==> src/rtl/reg_bank_pkg.sv <==
// Shared CPU constants: register-file geometry, well-known register indices and
// the register-destination mux selector encodings.
package reg_bank_pkg;

  localparam int REG_IDX_W    = 5;
  localparam int NUM_REGS     = 32;
  localparam int REG_ZERO     = 0;
  localparam int REG_SP       = 29;
  localparam int REG_RA       = 31;
  localparam int SP_RESET_VAL = 227;

  // Selector of the mux that feeds WriteReg; kept here so mux and bank agree on 29/31.
  typedef enum logic [2:0] {
    REGDST_RT  = 3'd0,
    REGDST_RD  = 3'd1,
    REGDST_SP  = 3'd2,
    REGDST_RA  = 3'd3,
    REGDST_IMM = 3'd4
  } regdst_sel_e;

endpackage

==> src/rtl/reg_bank_rdport.sv <==
// One registered read port: index-0 forcing, write-first bypass, output register.
module reg_bank_rdport
  import reg_bank_pkg::*;
#(
  parameter int DATA_W = 32
) (
  input  logic                 clk,
  input  logic                 reset,
  input  logic [REG_IDX_W-1:0] rd_idx_i,
  input  logic [DATA_W-1:0]    entry_i,
  input  logic                 wr_en_i,
  input  logic [REG_IDX_W-1:0] wr_idx_i,
  input  logic [DATA_W-1:0]    wr_data_i,
  output logic [DATA_W-1:0]    rd_data_o
);

  logic [DATA_W-1:0] rd_data_d, rd_data_q;

  // wr_en_i already excludes index 0, so a matching bypass can never hit register 0.
  always_comb begin
    rd_data_d = entry_i;
    if (rd_idx_i == REG_IDX_W'(REG_ZERO))
      rd_data_d = '0;
    else if (wr_en_i && (wr_idx_i == rd_idx_i))
      rd_data_d = wr_data_i;
  end

  always_ff @(posedge clk) begin
    if (reset) rd_data_q <= '0;
    else       rd_data_q <= rd_data_d;
  end

  assign rd_data_o = rd_data_q;

endmodule

==> src/rtl/reg_bank.sv <==
// 32-entry register file: one synchronous write port, two registered write-first
// read ports, r0 hardwired to zero, stack pointer preset on reset.
module reg_bank
  import reg_bank_pkg::*;
#(
  parameter int DATA_W   = 32,
  parameter int SP_INDEX = REG_SP,
  parameter int SP_RESET = SP_RESET_VAL
) (
  input  logic                 clk,
  input  logic                 reset,
  input  logic                 RegWrite,
  input  logic [REG_IDX_W-1:0] WriteReg,
  input  logic [DATA_W-1:0]    WriteData,
  input  logic [REG_IDX_W-1:0] ReadReg1,
  input  logic [REG_IDX_W-1:0] ReadReg2,
  output logic [DATA_W-1:0]    ReadData1,
  output logic [DATA_W-1:0]    ReadData2
);

  localparam int NUM_RD = 2;

  logic [DATA_W-1:0] regs_q [NUM_REGS];
  logic              wr_en;

  logic [NUM_RD-1:0][REG_IDX_W-1:0] rd_idx;
  logic [NUM_RD-1:0][DATA_W-1:0]    rd_data;

  assign wr_en = RegWrite && (WriteReg != REG_IDX_W'(REG_ZERO));

  always_ff @(posedge clk) begin
    if (reset) begin
      for (int i = 0; i < NUM_REGS; i++)
        regs_q[i] <= (i == SP_INDEX) ? DATA_W'(SP_RESET) : '0;
    end else if (wr_en) begin
      regs_q[WriteReg] <= WriteData;
    end
  end

  assign rd_idx[0] = ReadReg1;
  assign rd_idx[1] = ReadReg2;

  for (genvar p = 0; p < NUM_RD; p++) begin : g_rd
    reg_bank_rdport #(.DATA_W(DATA_W)) u_rdport (
      .clk       (clk),
      .reset     (reset),
      .rd_idx_i  (rd_idx[p]),
      .entry_i   (regs_q[rd_idx[p]]),
      .wr_en_i   (wr_en),
      .wr_idx_i  (WriteReg),
      .wr_data_i (WriteData),
      .rd_data_o (rd_data[p])
    );
  end

  assign ReadData1 = rd_data[0];
  assign ReadData2 = rd_data[1];

endmodule

==> config.mk <==
export PLATFORM = sky130hd
export DESIGN_NAME = reg_bank
export DESIGN_NICKNAME = d
export VERILOG_FILES = /design/src/rtl/reg_bank_pkg.sv /design/src/rtl/reg_bank_rdport.sv /design/src/rtl/reg_bank.sv
export SDC_FILE = /design/constraint.sdc
export NUM_CORES = 2
export LEC_CHECK = 0
export CAP_MARGIN = 40
export CELL_PAD_IN_SITES_DETAIL_PLACEMENT = 1
export CELL_PAD_IN_SITES_GLOBAL_PLACEMENT = 1
export CORE_MARGIN = 4
export CORE_UTILIZATION = 60
export CTS_BUF_LIST = sky130_fd_sc_hd__clkbuf_8
export DETAILED_ROUTE_END_ITERATION = 6
export DONT_BUFFER_PORTS = 1
export MAX_ROUTING_LAYER = met4
export PLACE_DENSITY_LB_ADDON = 0.1
export SLEW_MARGIN = 0
export SYNTH_ARGS = -nofsm -noshare
export SYNTH_HDL_FRONTEND = slang
export SYNTH_SLANG_ARGS = --single-unit
export TNS_END_PERCENT = 30
==> constraint.sdc <==
create_clock -name clk -period 6.65 [get_ports clk]
set_clock_uncertainty 0.1 [all_clocks]
set_input_delay 0.665 -clock clk [delete_from_list [all_inputs] [get_ports clk]]
set_output_delay 0.665 -clock clk [all_outputs]
set_load 0.1 [all_outputs]
==> run metrics <==
status=finished, final reports clean; placed cell count=5059; fin crit share=0.4854; initial core utilization=0.6057; die area=99330 um^2; fillers=8357; fin area=64010 um^2; first-pass GRT wire length=317700 um; Clock transition at path regs=0.07 ns; critical path type=input port to flip-flop; hold crit path type=input port to flip-flop; First-pass DRT Iterations=6; met2 wire len=102000 um; Maximum Capacitance Violations=0; peak supply drop=0.0002665 V; R2R setup slack=3.84 ns; PD cells=254.6 nW/um^2; Worst-Skew Late Latency=0.90 ns; clk sink count=1088; vias in the first global route=43.24k; crit path time final=3.228 ns; top sig layer=met4; CP Data Arrival Time=3.90 ns; Syn-to-layout area delta=13.06%; internal power=0.01163 W; met1 WL=73220 um; cell area after synthesis=56610 um^2; Avg WL per Cell=41.17 um; DIE WIDTH=315.2 um; final wirelength=224400 um; largest net degree at the start of global routing=387; Startpoint Class=input port; CP Max Fanout=164; die height=315.2 um; sum of negative setup slack=0 ns; final-report max-slew violation count=0; post-route ant nets=0; Remaining Overflow, GRT=0; Port-buffer cells=0; hpwl dp=126500 um; sequential power share=0.504; register area share after synthesis=0.5658; initial DRC count=6735; Slew headroom=0.1905; GPL Wtd Cong=0.9215; Overall Power=0.01630 W; net switching power=0.004664 W; synthesis-stage register bit count=1088; setup repair after global routing missed its margin=no; core area=93470 um^2; met3 routed WL=30320 um; syn avg cell area=14.02 um^2; Clock power frac=0.355; Worst Tran Pin Value=1.214 ns; DP Area=59730 um^2; Critical Path End Type=flip-flop; Final Hold Fails=0; residual DRC count=0; initial antenna violation count=11; Mapped Cells=4038; Yosys warning count=0; fraction of layout cells with a size suffix above 1=0.1929; # nets final=4090; Via density=7.661; vias=41.75k; CTS tree=built; Yosys cell types=42; GRT Overall Usage=0.4656; Bufs on Longest Clock Path=3; Comb pwr share=0.141; H-tree levels=4; leakage power=23.37 nW; Finished Layout Cells=5450; number of top-level pins=114; fmax=0.3098 GHz; site row count=112; Inserted Clock Buffers=182; Root Buffer Master=clkbuf_8; Switching Share=0.2862; CP Data Required Time=7.33 ns; Resize count post-CTS=0; endpoints failing setup=0
power by group through the flow:
| stage | Clock, W | Sequential [W] | Combinational (W) |
|---|---|---|---|
| floorplan | 0 | 0.00849 | 0.00114 |
| global placement | 0 | 0.00855 | 0.00140 |
| detailed placement | 0 | 0.00831 | 0.00201 |
| CTS | 0.00569 | 0.00817 | 0.00219 |
| global route | 0.00610 | 0.00823 | 0.00232 |
| finish | 0.00578 | 0.00821 | 0.00230 |
cell usage in the layout (no fill, tap or decap), drive strengths merged, types with 87 or more instances in the layout:
| master | instances |
|---|---|
| a21oi | 96 |
| o21ai | 128 |
| inv | 87 |
| clkbuf | 196 |
| a221oi | 192 |
| mux2i | 448 |
| mux4 | 288 |
| edfxtp | 1024 |
| a22oi | 96 |
| buf | 208 |
| and2 | 987 |
layout make-up:
class,instances,area [um^2],area share
Clock inverter,136,683.2,0.01067
Timing Repair Buffer,219,3674,0.05739
Sequential cell,1088,32030,0.5004
Inverter,5,18.77,0.0002932
Antenna cell,8,20.02,0.0003128
Tap cell,1254,1569,0.02451
Clock buffer,196,2698,0.04215
Multi-Input combinational cell,2544,23310,0.3642
what timing repair did:
action | CTS | global route
hold buffers | 42 | 0
hold endpoints to repair | 1088 | 0
buffers inserted | 0 | 0
stage by stage:
stage | setup WS [ns] | hold slack [ns] | utilization
after CTS | 3.901 | 0.0005812 | 0.6831
after detailed placement | 3.238 | 0.6911 | 0.6390
after global routing | 3.614 | 0.02078 | 0.6847
after floorplan | 2.300 | 0.6829 | -
after global placement | 2.889 | 0.6838 | 0.6146
final | 3.422 | 0.04244 | 0.6848
flip-flops by register name (all words and copies together), names as in the netlist:
register and flops:
g_rd.u_rdport.rd_data_o 64, regs_q 1024
synth_stat cells, drive strengths merged:
master | n | area [um^2]
nor4 | 2 | 12.51
a211o | 64 | 560.5
nand4 | 1 | 6.260
a21oi | 96 | 480.5
or3 | 6 | 37.54
inv | 4 | 15.01
o211ai | 1 | 12.51
a221oi | 192 | 1682
dfxtp | 64 | 1281
o22ai | 32 | 200.2
nor2b | 3 | 18.77
a22oi | 96 | 720.7
a211oi | 64 | 480.5
and2 | 987 | 6175
nand2 | 3 | 11.26
nor3 | 36 | 185.2
clkbuf | 305 | 1149
buf | 127 | 808.3
o311ai | 2 | 42.55
conb | 1 | 3.750
nand3b | 6 | 45.04
o31ai | 3 | 32.53
mux2i | 448 | 4484
nand3 | 5 | 25.02
or3b | 2 | 17.52
o21ai | 128 | 644.4
clkinv | 1 | 3.750
xnor2 | 10 | 95.10
edfxtp | 1024 | 30750
nor2 | 36 | 135.1
nand4bb | 1 | 11.26
mux4 | 288 | 6486
final timing paths:
path | cells after the start | start | end
setup / recovery | 7 | ReadReg2[1] | g_rd[1].u_rdport.rd_data_o[10]
hold / removal | 2 | WriteData[27] | g_rd[1].u_rdport.rd_data_o[27]
hold reg to reg | 4 | regs_q[31][28] | g_rd[1].u_rdport.rd_data_o[28]
setup reg to reg | 6 | regs_q[1][20] | g_rd[0].u_rdport.rd_data_o[20]
logic make-up after synthesis:
logic type	after synthesis	share of synthesized area
other	1	0.00006624
XOR/XNOR	10	0.001680
AND/OR/NAND/NOR	1088	0.1180
AO/OA/AOI/OAI	678	0.08578
buffers and inverters	437	0.03490
multiplexers	736	0.1938
flip-flops	1088	0.5658
critical path, cell delays in order:
cell and delay [ns]:
nor2b_4 0.69, buf_4 0.78, a221oi_1 0.23, a22oi_1 0.27
a21oi_1 0.12, a211o_1 0.30, dlygate4sd3_1 0.57
layer usage:
| metal | vias up | track usage |
|---|---|---|
| met4 | 0 | 0.2979 |
| met1 | 21150 | 0.5447 |
| met2 | 3864 | 0.6958 |
| met5 | - | - |
| met3 | 1131 | 0.1536 |
| li1 | 15610 | - |
Power figures use the tool's default switching activity.
